File: src/rtl/demultiplexador_bo_if.sv
// Handshake bundle for the Bloco Operativo 1:4 demultiplexer.
// The source/consumer side uses master; the demux uses slave.
interface demultiplexador_bo_if #(
    parameter int WIDTH   = 16,
    parameter int COUNT_W = 8
);
    logic [WIDTH-1:0]   entrada;
    logic [1:0]         set;
    logic               in_valid;
    logic               in_ready;
    logic [WIDTH-1:0]   saida_a;
    logic [WIDTH-1:0]   saida_b;
    logic [WIDTH-1:0]   saida_c;
    logic [WIDTH-1:0]   saida_d;
    logic [3:0]         out_valid;
    logic [3:0]         out_ready;
    logic [COUNT_W-1:0] cnt_a;
    logic [COUNT_W-1:0] cnt_b;
    logic [COUNT_W-1:0] cnt_c;
    logic [COUNT_W-1:0] cnt_d;

    modport master (
        output entrada, set, in_valid, out_ready,
        input  in_ready, out_valid,
        input  saida_a, saida_b, saida_c, saida_d,
        input  cnt_a, cnt_b, cnt_c, cnt_d
    );

    modport slave (
        input  entrada, set, in_valid, out_ready,
        output in_ready, out_valid,
        output saida_a, saida_b, saida_c, saida_d,
        output cnt_a, cnt_b, cnt_c, cnt_d
    );
endinterface

File: src/rtl/demultiplexador_bo.sv
// Registered 1:4 demultiplexer with one-entry output slots,
// per-destination valid/ready handshake and delivered-word counters.
module demultiplexador_bo #(
    parameter int WIDTH   = 16,
    parameter int COUNT_W = 8
) (
    input  logic                clk,
    input  logic                rst,
    demultiplexador_bo_if.slave bus
);
    logic [WIDTH-1:0]   dat_q [4];
    logic [COUNT_W-1:0] cnt_q [4];
    logic [3:0]         vld_q;
    logic [3:0]         sel;
    logic [3:0]         acc;
    logic [3:0]         drn;
    logic               rdy;

    always_comb begin
        sel = '0;
        unique case (bus.set)
            2'd0: sel = 4'b0001;
            2'd1: sel = 4'b0010;
            2'd2: sel = 4'b0100;
            2'd3: sel = 4'b1000;
        endcase
    end

    // Only the selected slot can stall the source; it frees up
    // in the same cycle its consumer takes the word.
    assign rdy = !rst && (!vld_q[bus.set] || bus.out_ready[bus.set]);
    assign acc = sel & {4{bus.in_valid && rdy}};
    assign drn = vld_q & bus.out_ready;

    always_ff @(posedge clk) begin
        if (rst) begin
            vld_q <= '0;
            for (int i = 0; i < 4; i++) begin
                dat_q[i] <= '0;
                cnt_q[i] <= '0;
            end
        end else begin
            for (int i = 0; i < 4; i++) begin
                if (drn[i]) begin
                    cnt_q[i] <= cnt_q[i] + COUNT_W'(1);
                end
                if (acc[i]) begin
                    dat_q[i] <= bus.entrada;
                    vld_q[i] <= 1'b1;
                end else if (drn[i]) begin
                    vld_q[i] <= 1'b0;
                end
            end
        end
    end

    assign bus.in_ready  = rdy;
    assign bus.out_valid = vld_q;
    assign bus.saida_a   = dat_q[0];
    assign bus.saida_b   = dat_q[1];
    assign bus.saida_c   = dat_q[2];
    assign bus.saida_d   = dat_q[3];
    assign bus.cnt_a     = cnt_q[0];
    assign bus.cnt_b     = cnt_q[1];
    assign bus.cnt_c     = cnt_q[2];
    assign bus.cnt_d     = cnt_q[3];
endmodule

File: src/flat_wrapper.sv
// flat-port wrapper written by rule: the top's interface ports become plain ports
module demultiplexador_bo_flat 
#(
    parameter int WIDTH   = 16,
    parameter int COUNT_W = 8
)
  (clk, rst, bus_entrada, bus_set, bus_in_valid, bus_out_ready, bus_in_ready, bus_out_valid, bus_saida_a, bus_saida_b, bus_saida_c, bus_saida_d, bus_cnt_a, bus_cnt_b, bus_cnt_c, bus_cnt_d);
  demultiplexador_bo_if #(.WIDTH(WIDTH), .COUNT_W(COUNT_W)) bus_i ();
  input  logic clk;
  input  logic rst;
  input wire logic [$bits(bus_i.entrada)-1:0] bus_entrada;
  input wire logic [$bits(bus_i.set)-1:0] bus_set;
  input wire logic [$bits(bus_i.in_valid)-1:0] bus_in_valid;
  input wire logic [$bits(bus_i.out_ready)-1:0] bus_out_ready;
  output wire logic [$bits(bus_i.in_ready)-1:0] bus_in_ready;
  output wire logic [$bits(bus_i.out_valid)-1:0] bus_out_valid;
  output wire logic [$bits(bus_i.saida_a)-1:0] bus_saida_a;
  output wire logic [$bits(bus_i.saida_b)-1:0] bus_saida_b;
  output wire logic [$bits(bus_i.saida_c)-1:0] bus_saida_c;
  output wire logic [$bits(bus_i.saida_d)-1:0] bus_saida_d;
  output wire logic [$bits(bus_i.cnt_a)-1:0] bus_cnt_a;
  output wire logic [$bits(bus_i.cnt_b)-1:0] bus_cnt_b;
  output wire logic [$bits(bus_i.cnt_c)-1:0] bus_cnt_c;
  output wire logic [$bits(bus_i.cnt_d)-1:0] bus_cnt_d;
  assign bus_i.entrada = bus_entrada;
  assign bus_i.set = bus_set;
  assign bus_i.in_valid = bus_in_valid;
  assign bus_i.out_ready = bus_out_ready;
  assign bus_in_ready = bus_i.in_ready;
  assign bus_out_valid = bus_i.out_valid;
  assign bus_saida_a = bus_i.saida_a;
  assign bus_saida_b = bus_i.saida_b;
  assign bus_saida_c = bus_i.saida_c;
  assign bus_saida_d = bus_i.saida_d;
  assign bus_cnt_a = bus_i.cnt_a;
  assign bus_cnt_b = bus_i.cnt_b;
  assign bus_cnt_c = bus_i.cnt_c;
  assign bus_cnt_d = bus_i.cnt_d;
  demultiplexador_bo #(.WIDTH(WIDTH), .COUNT_W(COUNT_W)) u_core (.clk(clk), .rst(rst), .bus(bus_i));
endmodule
File: config.mk
export PLATFORM = sky130hd
export DESIGN_NAME = demultiplexador_bo_flat
export DESIGN_NICKNAME = d
export VERILOG_FILES = /design/src/rtl/demultiplexador_bo_if.sv /design/src/rtl/demultiplexador_bo.sv /design/src/flat_wrapper.sv
export SDC_FILE = /design/constraint.sdc
export NUM_CORES = 1
export LEC_CHECK = 0
export CAP_MARGIN = 30
export CORE_AREA = 8 8 119 121
export DETAILED_ROUTE_END_ITERATION = 8
export DIE_AREA = 0 0 127 129
export GPL_TIMING_DRIVEN = 0
export SYNTH_ARGS = -nofsm -noshare
export SYNTH_HDL_FRONTEND = slang
export SYNTH_SLANG_ARGS = --single-unit
File: constraint.sdc
create_clock -name clk -period 3.7 [get_ports clk]
set_input_delay 1.11 -clock clk [delete_from_list [all_inputs] [get_ports clk]]
set_output_delay 1.11 -clock clk [all_outputs]
set_load 0.01 [all_outputs]
# Yosys cells after proc, flatten, opt, wreduce, memory -nomap -nowiden
# Memories as Yosys holds them, arrays and structs flattened.
# Index checks and enable logic that the tools add are counted.
dict set report totals {
  reg_bits 4
  latch_bits 0
  ramBits 96
  romBits 0
  inputBits 25
  wordCells 81
  n_memories 2
}
# memory depth width read_ports rd_clocked_by_memory_dff wr line
set memory_table {}
lappend memory_table {u_core.dat_q 4 16 4 0 4 demultiplexador_bo.sv:11} ;# logic [WIDTH-1:0] dat_q [4];
lappend memory_table {u_core.cnt_q 4 8 4 0 4 demultiplexador_bo.sv:12} ;# logic [COUNT_W-1:0] cnt_q [4];
dict set report classes {
  add_sub_neg 4
  multipliers 0
  div_mod_pow 0
  order_cmp 1
  n_eq_ne 3
  n_shift 0
  muxes 47
  n_bitwise 10
  reduce_logical 10
}
# operator n
set ops {}
lappend ops {{16-bit two-way mux} 4}
lappend ops {{1-bit two-way mux} 36}
lappend ops {{8-bit by 1-bit adder with 8-bit output (second input constant)} 4}
lappend ops {{8-bit two-way mux} 4}
lappend ops {{4-bit case mux with 4 select lines} 1}
lappend ops {{4-bit bitwise AND} 2}
lappend ops {{1-bit bitwise OR} 8}
lappend ops {{2-bit nonzero test} 4}
lappend ops {{1-bit binary-select mux with 2-bit select} 2}
lappend ops {{2-bit equality test (second input constant)} 2}
lappend ops {{2-bit by 3-bit < comparator with 1-bit output (second input constant)} 1}
lappend ops {{2-bit by 1-bit equality test with 1-bit output (second input constant)} 1}
lappend ops {{1-bit logical AND} 2}
lappend ops {{1-bit logical NOT} 2}
lappend ops {{2-bit logical NOT} 1}
lappend ops {{1-bit logical OR} 1}

# Depth between registers and ports, before layout
dict set report depth {
  ltp_word 11
  mapped_depth 5
  depth_no_buf 4
}

# Least setup slack after synthesis
# OpenSTA, ideal clock, no wires.
dict set report synth_path {
  kind {input -> output}
  start {input port bus_set[0]}
  end {output port bus_in_ready}
  t_arrival_ns 1.804
  path_slack_ns 0.786
  path_stages 3
  n_path_buf 0
  cell_sequence {nor2b_2 > a311o_1 > a21oi_1}
}
dict set report synth_between {
  elab_chain_cells 5
  elab_cells_between_ends 7
  classes_between {mux (4); reduce/logical (3)}
}
# element line
set synth_lines {}
lappend synth_lines {{start: declaration} flat_wrapper.sv:12} ;# input wire logic [$bits(bus_i.set)-1:0] bus_set;
lappend synth_lines {{1-bit binary-select mux with 2-bit select} demultiplexador_bo.sv:31} ;# assign rdy = !rst && (!vld_q[bus.set] || bus.out_ready[bus.set]);
lappend synth_lines {{1-bit two-way mux (implied by the code)} demultiplexador_bo.sv:31}
lappend synth_lines {{1-bit logical NOT} demultiplexador_bo.sv:31}
lappend synth_lines {{1-bit logical OR *} demultiplexador_bo.sv:31}
lappend synth_lines {{1-bit logical AND *} demultiplexador_bo.sv:31}
lappend synth_lines {{end: declaration} flat_wrapper.sv:15} ;# output wire logic [$bits(bus_i.in_ready)-1:0] bus_in_ready;
# Mark *: on every way between the ends. The rest lies on a longest branch, timed or not. The select of a mux whose other input is x is not followed.

# Final worst setup path
dict set report layout_path {
  start {input port rst}
  end {output port bus_in_ready}
}
dict set report layout_between {
  elab_chain_cells 2
}
# element line
set layout_lines {}
lappend layout_lines {{start: declaration} flat_wrapper.sv:10} ;# input logic rst;
lappend layout_lines {{1-bit logical NOT} demultiplexador_bo.sv:31}
lappend layout_lines {{1-bit logical AND} demultiplexador_bo.sv:31}
# Every way passes these cells.

==> impl_metrics.ini <==
[timing]
worst_clock_skew_ps = 8.49
rsz0062_at_grt = no
min_period_over_period_pct = 97.0
relSlewSlack_pct = 37.2
min_period_ps = 3590
tns_ps = 0
hold_viol = 0
setup_violations = 0
tightest_slew_ps = 942
drv_slew = 0
whs_ps = 588
max_freq_mhz = 279
layout_setup_ws_ps = 110

[flow_run]
cap_violations = 0

[worst_setup_path]
crit_required_ps = 2590
crit_path_start_kind = input pin
crit_fanout = 10
rrSetupSlack_ps = 2040
critPathKind = input pin to primary output
end_kind = primary output
arrival_ps = 2480

[die]
chipHeight_um = 129
pin_count = 126
dieWidth_um = 127
coreArea_mm2 = 0.0123
start_util_pct = 33.8
row_count = 41
dieArea_mm2 = 0.0164

[route]
dr.pass1.iters = 4
drtIter0Drc = 106
drc = 0
via_per_inst = 4.69
avgRoutedWirePerCell_um = 17.3
routed_wl_um = 10900
via_count = 2946
ant_nets = 0

[global_route]
grt_first_pass_wirelength_um = 16400
use_met2_pct = 21.2
antenna_found_initial = 2
grt.total_usage_pct = 13.2
grt_use_met3_pct = 8.85
busiest_layer = met2
grt_max_degree = 17
overflow = 0
use_met1_pct = 13.3
grt_pass1_vias = 3030

[placement]
routabilityCongestion = 0.738
pre_cts_ws_ps = -359
portBuffers = 125
dp_hpwl_um = 8100
place_area_mm2 = 0.00561

[logic_synthesis]
yosysSeqAreaShare_pct = 71.1
postSynthAreaPerCell_um2 = 12.4
yosysTopAreaCell = edfxtp_1
syn_nets = 365
yosysTopAreaCellShare_pct = 69.2
synth_area_leaders = edfxtp_1 (69%), nor2_1 (7.7%), nand3_1 (2.3%)
yosys_warnings = 0
synth-seq-cells = 100
yosys.cell_types.count = 29
synth_cells = 336
syn-cell-area_mm2 = 0.00417

[power]
p_leak_nw = 2.07
power_density_mw_per_mm2 = 427
peakVddDrop_uv = 300

[cts]
tritoncts = done
h-tree-depth = 3
insertion_delay_ps = 340
cts_root_buffer = clkbuf_16
cts_buffers = 9
cts_sinks = 100
cts_buffer_depth = 2
cts.clk_slew.worst_paths_ps = 60
post_cts_buffers = 0

[final_layout]
syn_to_final_growth_pct = 41.7
design_area_mm2 = 0.00590
drive_gt1_share_pct = 7.13
nets = 501
fillers = 1139
final_common_cell = clkdlybuf4s50_1
final_cell_mix = clkdlybuf4s50_1 (122), edfxtp_1 (96), nor2_1 (85)

[hold_path]
hold_class = register to register

[outcome]
outcome = completed
sequential cells by signal, indices dropped and copies added (netlist names):
signal                cells
u_core.dat_q             64
u_core.bus.out_valid      4
u_core.cnt_q             32
where the power goes:
part | internal, mW | total, mW | switching [mW]
Combinational | 0.127 | 0.257 | 0.131
Sequential | 1.29 | 1.32 | 0.0303
Clock | 0.529 | 0.942 | 0.413
final cells by class:
cell class	instances	area (um2)	share of cell area [%]
Antenna cell	1	2.50	0.0424
Buffer	12	65.1	1.10
Clock buffer	11	233	3.94
Clock inverter	5	60.1	1.02
Inverter	5	18.8	0.318
Multi-Input combinational cell	219	1120	19.0
Sequential cell	100	2960	50.2
Tap cell	150	188	3.18
Timing Repair Buffer	125	1250	21.2
repair_timing:
item,in CTS,in global routing
resized for setup,4,1
endpoints found under the hold margin,0,0
hold buffers,0,0
setup endpoints to repair,1,1
worst max-delay path: stages:
cell and delay [ps]:
clkdlybuf4s50_1 480, buf_2 220, a311o_1 290, a21oi_1 120, clkdlybuf4s15_2 270
synthesized netlist by cell type (all sizes together):
library cell	count
a21oi	17
or3	12
o21ai	12
and2b	1
nand2	27
and2	4
clkbuf	3
xor2	7
buf	9
mux2i	1
inv	5
nand3	19
nor2b	2
nor4b	1
or2	4
edfxtp	96
xnor2	5
nor2	85
dfxtp	4
nand2b	12
nand4	5
ha	4
a311o	1
logic make-up after synthesis:
family	after synthesis	synth area share, %
AOI/OAI and AO/OA	30	3.81
xor gates and xnor gates	12	2.52
adders and majority gates	4	1.20
buffers and inverters	17	2.01
DFF	100	71.1
muxes	1	0.240
and+or+nand+nor	172	19.1
routing by layer:
layer / vias to the layer above / routed length [um]
met2: 92 / 5020
met3: 11 / 1520
met5: - / 8
met4: 2 / 155
li1: 1461 / -
met1: 1380 / 4150
path summary, 6_finish.rpt:
| kind | from | cells after the start | end |
|---|---|---|---|
| worst min register to register | u_core.bus.out_valid[0] | 2 | u_core.bus.out_valid[0] |
| worst max register to register | u_core.bus.out_valid[2] | 3 | u_core.dat_q[2][1] |
| worst max-delay path | rst | 5 | bus_in_ready |
| worst min-delay path | u_core.bus.out_valid[0] | 2 | u_core.bus.out_valid[0] |
stage by stage:
| stage | power [mW] | std cells | utilization [%] |
|---|---|---|---|
| final | 2.52 | 628 | 47.9 |
| after global routing | 2.61 | 628 | 47.9 |
| after detailed placement | 1.61 | 611 | 45.5 |
| after global placement | 1.61 | 611 | 45.5 |
| after floorplan | 1.44 | 336 | - |
| after CTS | 2.56 | 627 | 47.9 |
No activity file was read; power rests on OpenSTA's default activity.
